$ cat config.mk
export PLATFORM = sky130hd
export DESIGN_NAME = alu_mp_sequencer
export DESIGN_NICKNAME = d
export VERILOG_FILES = /design/src/rtl/alu_mp_sequencer.sv
export SDC_FILE = /design/constraint.sdc
export NUM_CORES = 1
export LEC_CHECK = 0
export CORE_MARGIN = 1.5
export CORE_UTILIZATION = 30
export CTS_BUF_LIST = sky130_fd_sc_hd__clkbuf_2 sky130_fd_sc_hd__clkbuf_4 sky130_fd_sc_hd__clkbuf_8
export DETAILED_ROUTE_END_ITERATION = 10
export RECOVER_POWER = 25
export SLEW_MARGIN = 20
export SYNTH_ARGS = -nofsm -noshare
export SYNTH_HDL_FRONTEND = slang
export SYNTH_SLANG_ARGS = --single-unit
$ cat constraint.sdc
create_clock -name clk -period 1.9 [get_ports clk]
set_clock_uncertainty 0.05 [all_clocks]
set_input_delay 0.285 -clock clk [delete_from_list [all_inputs] [get_ports clk]]
set_output_delay 0.285 -clock clk [all_outputs]
set_load 0.03 [all_outputs]
$ cat src/rtl/alu_mp_sequencer.sv
// alu_mp_sequencer
//   Sequences multi-precision ADD/SUB over a shared 8-bit ALU, one byte per
//   cycle, LSB first. The carry/borrow chain lives in the ALU's own clocked
//   carry register. The sequencer clears that register with an XOR 0^0 cycle
//   before the first byte.
//   Optional feature macro: MP_CARRY_OUT_EN. When it is defined, one extra
//   cycle after the last byte reads the final carry/borrow out of the ALU.
//   Without it, rsp_carry is tied to 0.
//   All outputs come from registers. The ALU drive values are computed from
//   the next state, so each state presents its operands during its own cycle.
module alu_mp_sequencer #(
    parameter int MAX_BYTES = 4,
    parameter int LEN_W     = $clog2(MAX_BYTES + 1)
) (
    input  logic                   clk,
    input  logic                   reset,
    input  logic                   req_valid,
    output logic                   req_ready,
    input  logic                   req_op,
    input  logic [LEN_W-1:0]       req_len,
    input  logic [MAX_BYTES*8-1:0] req_a,
    input  logic [MAX_BYTES*8-1:0] req_b,
    output logic                   rsp_valid,
    input  logic                   rsp_ready,
    output logic [MAX_BYTES*8-1:0] rsp_result,
    output logic                   rsp_zero,
    output logic                   rsp_carry,
    output logic                   busy,
    output logic [3:0]             alu_op,
    output logic [7:0]             alu_dat_a,
    output logic [7:0]             alu_dat_b,
    output logic [2:0]             alu_imm,
    input  logic [7:0]             alu_rslt,
    input  logic                   alu_zero
);

    localparam int DW = MAX_BYTES * 8;

    typedef enum logic [2:0] {
        S_IDLE  = 3'd0,
        S_CLR   = 3'd1,
        S_BYTE  = 3'd2,
        S_CARRY = 3'd3,
        S_DONE  = 3'd4
    } state_t;

    // Pick byte i out of a multi-byte operand.
    function automatic logic [7:0] byte_sel(input logic [DW-1:0] v, input logic [LEN_W-1:0] i);
        logic [7:0] r;
        r = 8'h00;
        for (int k = 0; k < MAX_BYTES; k++) begin
            r = (LEN_W'(k) == i) ? v[k*8 +: 8] : r;
        end
        return r;
    endfunction

    // Replace byte i of a multi-byte word with d.
    function automatic logic [DW-1:0] byte_put(input logic [DW-1:0] v, input logic [LEN_W-1:0] i,
                                               input logic [7:0] d);
        logic [DW-1:0] r;
        r = v;
        for (int k = 0; k < MAX_BYTES; k++) begin
            r[k*8 +: 8] = (LEN_W'(k) == i) ? d : v[k*8 +: 8];
        end
        return r;
    endfunction

    // Lengths above MAX_BYTES are treated as MAX_BYTES.
    function automatic logic [LEN_W-1:0] clamp_len(input logic [LEN_W-1:0] l);
        return (l > LEN_W'(MAX_BYTES)) ? LEN_W'(MAX_BYTES) : l;
    endfunction

    // Map request op (0=ADD, 1=SUB) to the ALU opcode.
    function automatic logic [3:0] arith_op(input logic op);
        return op ? 4'b0010 : 4'b0001;
    endfunction

    state_t            state_q, state_d;
    logic              op_q, op_d;
    logic [LEN_W-1:0]  len_q, len_d;
    logic [LEN_W-1:0]  idx_q, idx_d;
    logic [DW-1:0]     a_q, a_d;
    logic [DW-1:0]     b_q, b_d;
    logic [DW-1:0]     result_q, result_d;
    logic              zero_q, zero_d;
    logic              rsp_valid_q, rsp_valid_d;
    logic              req_ready_q, req_ready_d;
    logic              busy_q, busy_d;
    logic [3:0]        alu_op_q, alu_op_d;
    logic [7:0]        alu_a_q, alu_a_d;
    logic [7:0]        alu_b_q, alu_b_d;
`ifdef MP_CARRY_OUT_EN
    logic              carry_q, carry_d;
`endif

    // Next-state logic for the sequencer FSM and its datapath registers.
    always_comb begin
        state_d  = state_q;
        op_d     = op_q;
        len_d    = len_q;
        idx_d    = idx_q;
        a_d      = a_q;
        b_d      = b_q;
        result_d = result_q;
        zero_d   = zero_q;
`ifdef MP_CARRY_OUT_EN
        carry_d  = carry_q;
`endif
        case (state_q)
            S_IDLE: begin
                if (req_valid) begin
                    op_d     = req_op;
                    len_d    = clamp_len(req_len);
                    a_d      = req_a;
                    b_d      = req_b;
                    result_d = '0;
                    zero_d   = 1'b1;
                    idx_d    = '0;
`ifdef MP_CARRY_OUT_EN
                    carry_d  = 1'b0;
`endif
                    state_d  = S_CLR;
                end else begin
                    state_d  = S_IDLE;
                end
            end
            S_CLR: begin
                if (len_q == '0) begin
                    result_d = '0;
                    zero_d   = 1'b1;
                    state_d  = S_DONE;
                end else begin
                    state_d  = S_BYTE;
                end
            end
            S_BYTE: begin
                result_d = byte_put(result_q, idx_q, alu_rslt);
                zero_d   = zero_q & alu_zero;
                idx_d    = idx_q + LEN_W'(1);
                if (idx_q == len_q - LEN_W'(1)) begin
`ifdef MP_CARRY_OUT_EN
                    state_d = S_CARRY;
`else
                    state_d = S_DONE;
`endif
                end else begin
                    state_d = S_BYTE;
                end
            end
`ifdef MP_CARRY_OUT_EN
            S_CARRY: begin
                // ADD with 0/0 yields carryIn; SUB with 0/0 yields 0xFF on borrow.
                carry_d = alu_rslt[0];
                state_d = S_DONE;
            end
`endif
            S_DONE: begin
                if (rsp_ready) begin
                    state_d = S_IDLE;
                end else begin
                    state_d = S_DONE;
                end
            end
            default: begin
                state_d = S_IDLE;
            end
        endcase
    end

    // Registered handshake and ALU drive values, derived from the next state.
    always_comb begin
        rsp_valid_d = (state_d == S_DONE);
        req_ready_d = (state_d == S_IDLE);
        busy_d      = (state_d != S_IDLE);
        alu_op_d    = 4'b0000;
        alu_a_d     = 8'h00;
        alu_b_d     = 8'h00;
        if (state_d == S_BYTE) begin
            alu_op_d = arith_op(op_d);
            alu_a_d  = byte_sel(a_d, idx_d);
            alu_b_d  = byte_sel(b_d, idx_d);
`ifdef MP_CARRY_OUT_EN
        end else if (state_d == S_CARRY) begin
            alu_op_d = arith_op(op_d);
            alu_a_d  = 8'h00;
            alu_b_d  = 8'h00;
`endif
        end else begin
            // XOR 0^0 keeps the ALU carry register cleared.
            alu_op_d = 4'b0000;
            alu_a_d  = 8'h00;
            alu_b_d  = 8'h00;
        end
    end

    // State and datapath registers; async reset aborts any operation.
    always_ff @(posedge clk or negedge reset) begin
        if (!reset) begin
            state_q     <= S_IDLE;
            op_q        <= 1'b0;
            len_q       <= '0;
            idx_q       <= '0;
            a_q         <= '0;
            b_q         <= '0;
            result_q    <= '0;
            zero_q      <= 1'b0;
            rsp_valid_q <= 1'b0;
            req_ready_q <= 1'b1;
            busy_q      <= 1'b0;
            alu_op_q    <= 4'b0000;
            alu_a_q     <= 8'h00;
            alu_b_q     <= 8'h00;
`ifdef MP_CARRY_OUT_EN
            carry_q     <= 1'b0;
`endif
        end else begin
            state_q     <= state_d;
            op_q        <= op_d;
            len_q       <= len_d;
            idx_q       <= idx_d;
            a_q         <= a_d;
            b_q         <= b_d;
            result_q    <= result_d;
            zero_q      <= zero_d;
            rsp_valid_q <= rsp_valid_d;
            req_ready_q <= req_ready_d;
            busy_q      <= busy_d;
            alu_op_q    <= alu_op_d;
            alu_a_q     <= alu_a_d;
            alu_b_q     <= alu_b_d;
`ifdef MP_CARRY_OUT_EN
            carry_q     <= carry_d;
`endif
        end
    end

    assign req_ready  = req_ready_q;
    assign rsp_valid  = rsp_valid_q;
    assign rsp_result = result_q;
    assign rsp_zero   = zero_q;
    assign busy       = busy_q;
    assign alu_op     = alu_op_q;
    assign alu_dat_a  = alu_a_q;
    assign alu_dat_b  = alu_b_q;
    assign alu_imm    = 3'b000;
`ifdef MP_CARRY_OUT_EN
    assign rsp_carry  = carry_q;
`else
    assign rsp_carry  = 1'b0;
`endif

endmodule

### Yosys cells after proc, flatten, opt, wreduce, memory -nomap -nowiden

Cells that the tools add are included.

* reduce and logical (&&, ||, !) cells: 13
* bitwise gates (word level): 1
* equal/unequal tests: 18
* add/subtract/negate cells: 2
* order comparisons: 1
* mux-type cells: 36

Operators by type and width (number)
* 32-bit 2-to-1 mux: 6
* 8-bit 2-to-1 mux: 14
* 32-bit one-hot mux with 3 select lines: 1
* 4-bit AND reduction: 4
* 3-bit zero test: 5
* 3-bit 2-to-1 mux: 5
* 2-bit by 3-bit == test with 1-bit output (first input constant): 4
* 2-bit != test (second input constant): 6
* 3-bit one-hot mux with 4 select lines: 1
* 1-bit by 3-bit == test with 1-bit output (first input constant): 2
* 3-bit by 2-bit == test with 1-bit output (second input constant): 2
* 3-bit == test (second input constant): 2
* 3-bit one-hot mux with 2 select lines: 1
* 3-bit nonzero test: 2
* 1-bit 2-to-1 mux: 5
* 2-bit 2-to-1 mux: 2
* 3-bit by 1-bit adder with 3-bit output (second input constant): 1
* 3-bit by 1-bit == test with 1-bit output (second input constant): 1
* 3-bit == test: 1
* 3-bit greater-than comparator (second input constant): 1
* 1-bit one-hot mux with 3 select lines: 1
* 3-bit AND reduction: 1
* 3-bit by 1-bit subtractor with 3-bit output (second input constant): 1
* 2-bit AND reduction: 1
* 1-bit bitwise AND: 1

* input bits: 81
* register bits: 130
* word-level logic and storage cells: 88
* output and inout port bits: 60

### Depth between registers and ports, before layout

* depth in word-level cells: 8
* gate-level depth with buffers: 9
* depth with buffers taken out: 7

### Worst setup path before layout

OpenSTA, ideal clock, no wires.

* path type: flip-flop to flip-flop
* start: register state_q[0]
* end: register a_q[0]
* library setup time: 0.125 ns
* stages on the path, launching flop included: 7
* required time: 1.725 ns
* arrival time: 1.750 ns
* slack: -0.024 ns
* buffers on the path: 3
* period minus slack after synthesis: 1.924 ns
* cell sequence: dfrtp_1 > or2_1 > nor3b_1 > buf_2 > buf_2 > buf_4 > mux2_2

* longest elaborated chain between the ends: 2

Ends and longest elaborated chain
* start: declaration: line 78 `state_t state_q, state_d;`
* start signal: assignment: line 217 `state_q <= state_d;`
* 3-bit zero test: line 109 `case (state_q)`
* 32-bit 2-to-1 mux: line 109
* net a_d[0]: line 82 `logic [DW-1:0] a_q, a_d;`
* end signal: assignment: line 203 `a_q <= '0;`
* end signal: assignment: line 221 `a_q <= a_d;`
* end: declaration: line 82

The timed path passes the listed nets, and every way through them passes these cells.
A chain may end at the register's enable or synchronous reset.

### Final worst setup path

* start: register state_q[0]
* end: register alu_a_q[5] (netlist: alu_dat_a[5])

* longest elaborated chain between the ends: 8

Ends and longest elaborated chain
* 3-bit by 2-bit == test with 1-bit output or 3-bit zero test (tied branches): line 109
* 3-bit one-hot mux with 2 select lines: line 109
* 3-bit zero test: line 52 `r = (LEN_W'(k) == i) ? v[k*8 +: 8] : r;`
* 8-bit 2-to-1 mux (4 in a row): line 52
* 8-bit 2-to-1 mux (*): line 178 `if (state_d == S_BYTE) begin`
* net alu_a_d[5]: line 90 `logic [7:0] alu_a_q, alu_a_d;`
* end signal: assignment: line 229 `alu_a_q <= alu_a_d;`
* end: declaration: line 90

Mark *: on every way through the listed nets, which the timed path passes. The rest lies on a longest branch.

==> results.json <==
{
  "top_layer_used": "met4",
  "fillCellCount": 1629,
  "path_class": "reg2reg",
  "slew_viol_final": 0,
  "cp_slowest_cell": "dfrtp_1",
  "drive_gt1_share_pct": 36.9,
  "finalPower_mw": 15.9,
  "h-tree-depth": 4,
  "cp_max_fo": 5,
  "critPathRequiredTime_ps": 2180,
  "slew-limit-headroom_pct": 7.53,
  "grt_pass1_vias": 4425,
  "core_area_um2": 18600,
  "synth-edff-count": 0,
  "grt.overflow.total": 0,
  "antenna_found_initial": 0,
  "synthDominantCellAreaShare_pct": 55.9,
  "dieArea_um2": 19800,
  "die_w_um": 141,
  "insertion_delay_ps": 440,
  "hold_slack_ps": 398,
  "wl_met1_mm": 7.01,
  "leakage_nw": 3.86,
  "startpoint_type": "flop",
  "finalCritPeriodShare_pct": 104,
  "wire_per_inst_um": 17.5,
  "clock.fmax_mhz": 506,
  "port_buffers": 134,
  "first_pass_iters": 4,
  "drt_first_iter_violations": 130,
  "path_cells": "or2_4, nor3b_4, buf_4, buf_8, buf_4, nor2_1, a2111oi_2",
  "hp-class": "in2reg",
  "crit_buf_inv": 3,
  "avgSynthCellArea_um2": 13.1,
  "min_period_ps": 1980,
  "hold_viol": 0,
  "start_util_pct": 30.5,
  "viasPerCell": 4.70,
  "cp_top_family": "simple AND/OR/NAND/NOR gates",
  "synth_warnings": 0,
  "core.rowCount": 50,
  "power.density_nw_per_um2": 1780,
  "die_height_um": 141,
  "hpwl_mm": 10.3,
  "grt_max_degree": 53,
  "synth_ff_type": "dfrtp_1",
  "ys_ff_latch": 128,
  "synth-seq-area-share_pct": 56.3,
  "syn_area_um2": 5690,
  "clock_sinks": 128,
  "worstMarginPinSlew_ps": 1390,
  "ioPinCount": 141,
  "ant_nets": 0,
  "gp_congestion": 0.819,
  "area_growth_pct": 56.9,
  "layout.nets": 726,
  "status": "complete, but fails checks",
  "root_buffer": "clkbuf_8",
  "dr_wl_met3_um": 932,
  "crit_arrival_ps": 2260,
  "vias": 4159,
  "synth_top_cell_by_area": "dfrtp_1",
  "synth_area_leaders": "dfrtp_1 56%, mux2_2 13%, mux2i_1 9.0%",
  "wl_met2_mm": 7.40,
  "endpoint_kind": "flop",
  "syn_inst": 433,
  "crit_path_max_incr_delay_ps": 420,
  "violations": "setup timing",
  "path_common_cell": "buf_4",
  "setup_viol": 52,
  "cts_tree": "yes",
  "numCtsBuffers": 17,
  "ys_types": 45,
  "max-cap-violations": 0,
  "clockBufferDepth": 2,
  "grt_pass1_wl_mm": 22.9,
  "routed_wl_mm": 15.5,
  "setup_ws_ps": -76.5,
  "worst_ir_drop_vdd_mv": 0.773,
  "rsz0062_at_grt": "yes",
  "diodes": 0,
  "cts.clk_slew.worst_paths_ps": 70,
  "grt_usage_pct": 14.9,
  "drc": 0,
  "synthArstFlopShare_pct": 100
}
-- registers in the layout, summed over array words and instances, names as in the netlist --
register,flops
len_q,3
op_q,1
state_q,3
rsp_valid,1
rsp_zero,1
req_ready,1
busy,1
alu_dat_b,8
alu_dat_a,8
a_q,32
rsp_result,32
idx_q,3
alu_op,2
b_q,32
-- per-stage QoR --
step           cell area [um^2]  instances  util [%]  TNS [ps]  setup WS [ps]
2_1_floorplan              5710        438         -      -142          -7.11
3_5_place_dp               7710        831      41.4    -18870           -260
4_1_cts                    8230        866      44.1     -2890          -65.0
3_3_place_gp               7710        831      41.4    -15440           -212
6_report                   8930        884      47.9     -1650          -76.5
5_1_grt                    8930        884      47.9     -9140           -172
-- timing repair --
action,4_1_cts,5_1_grt
pin swaps,5,5
buffers inserted,3,12
hold buffers,1,0
cloned,0,6
gates resized for setup,19,125
hold endpoints to repair,47,0
setup endpoints to repair,95,112
-- final cells by class --
class	count	area, um^2	area share (%)
flip-flops and latches	128	3210	35.9
well taps	234	293	3.28
repair buffers	213	2190	24.5
inverters	8	30.0	0.336
clock inverters	9	130	1.46
clock buffers	22	297	3.32
multi-input cells	270	2780	31.1
-- worst register-to-register path: cells and delay by family (launching register included) --
kind	cells	cell delay [ps]
flip-flops	1	420
AO/OA/AOI/OAI	1	290
buffers and inverters	3	430
AND/OR/NAND/NOR	3	660
-- placed cells by master (no fill, tap or decap), types with 4 or more instances in the layout --
cell | netlist | layout
buf_12 | 0 | 8
clkbuf_8 | 0 | 21
mux2i_1 | 51 | 46
nor2_1 | 9 | 7
dfrtp_1 | 127 | 125
a211oi_2 | 3 | 13
mux2_2 | 66 | 14
mux2_4 | 0 | 52
conb_1 | 1 | 6
clkdlybuf4s50_1 | 0 | 131
nand2_1 | 44 | 44
o21a_1 | 14 | 14
buf_8 | 0 | 6
inv_1 | 7 | 5
a2111oi_2 | 4 | 12
ha_1 | 7 | 4
buf_6 | 3 | 11
buf_4 | 10 | 49
o21ai_0 | 7 | 5
mux2i_2 | 0 | 5
nor2_4 | 1 | 5
clkbuf_16 | 0 | 4
-- report_power, final --
group	internal, mW	switching [mW]
Clock	1.45	1.06
Sequential	3.84	0.730
Combinational	4.78	4.07
Total	10.1	5.86
-- path summary, 6_finish.rpt --
kind                            slack (ps)                  from                        end  depth (start not counted)
worst max-delay path                   -80  state_q[0]$_DFF_PN0_     alu_dat_a[5]$_DFF_PN0_                          7
max in group asynchronous              210                 reset       state_q[2]$_DFF_PN0_                          2
min in group asynchronous              670                 reset  rsp_result[3]$_DFFE_PN0P_                          2
worst min-delay path                   400            req_len[1]       len_q[1]$_DFFE_PN0P_                          3
worst min register to register         450  rsp_zero$_DFFE_PN0P_       rsp_zero$_DFFE_PN0P_                          2
worst max register to register         -80  state_q[0]$_DFF_PN0_     alu_dat_a[5]$_DFF_PN0_                          7
-- cell usage after synthesis (2+ instances only) --
library cell	n
a211oi_1	12
nor2_2	2
a21oi_1	2
dfrtp_1	127
o21ai_1	2
or2_1	2
a2111oi_0	11
nor2b_1	3
nor3b_1	4
ha_1	7
clkbuf_1	4
buf_2	15
nand3b_1	2
a2111oi_2	4
nand2_1	44
o21a_1	14
buf_6	3
xor2_1	2
nor2_1	9
a211oi_2	3
buf_4	10
inv_1	7
mux2_2	66
o21ai_0	7
mux2i_1	51
-- metal layers --
layer / up-vias / track usage, %
met4: 0 / 3.73
met1: 2064 / 19.5
met2: 144 / 24.2
met5: - / 0
li1: 1937 / -
met3: 14 / 4.59
-- cell families after synthesis --
family	count (synthesis)	share of synthesized area, %
buf+inv	40	4.02
xor+xnor	3	0.704
flops	128	56.3
fa+ha+maj	7	1.54
mux	117	22.0
simple gates	77	6.69
compound gates	60	8.62
other cells	1	0.0659
(Power assumes the default switching activity.)
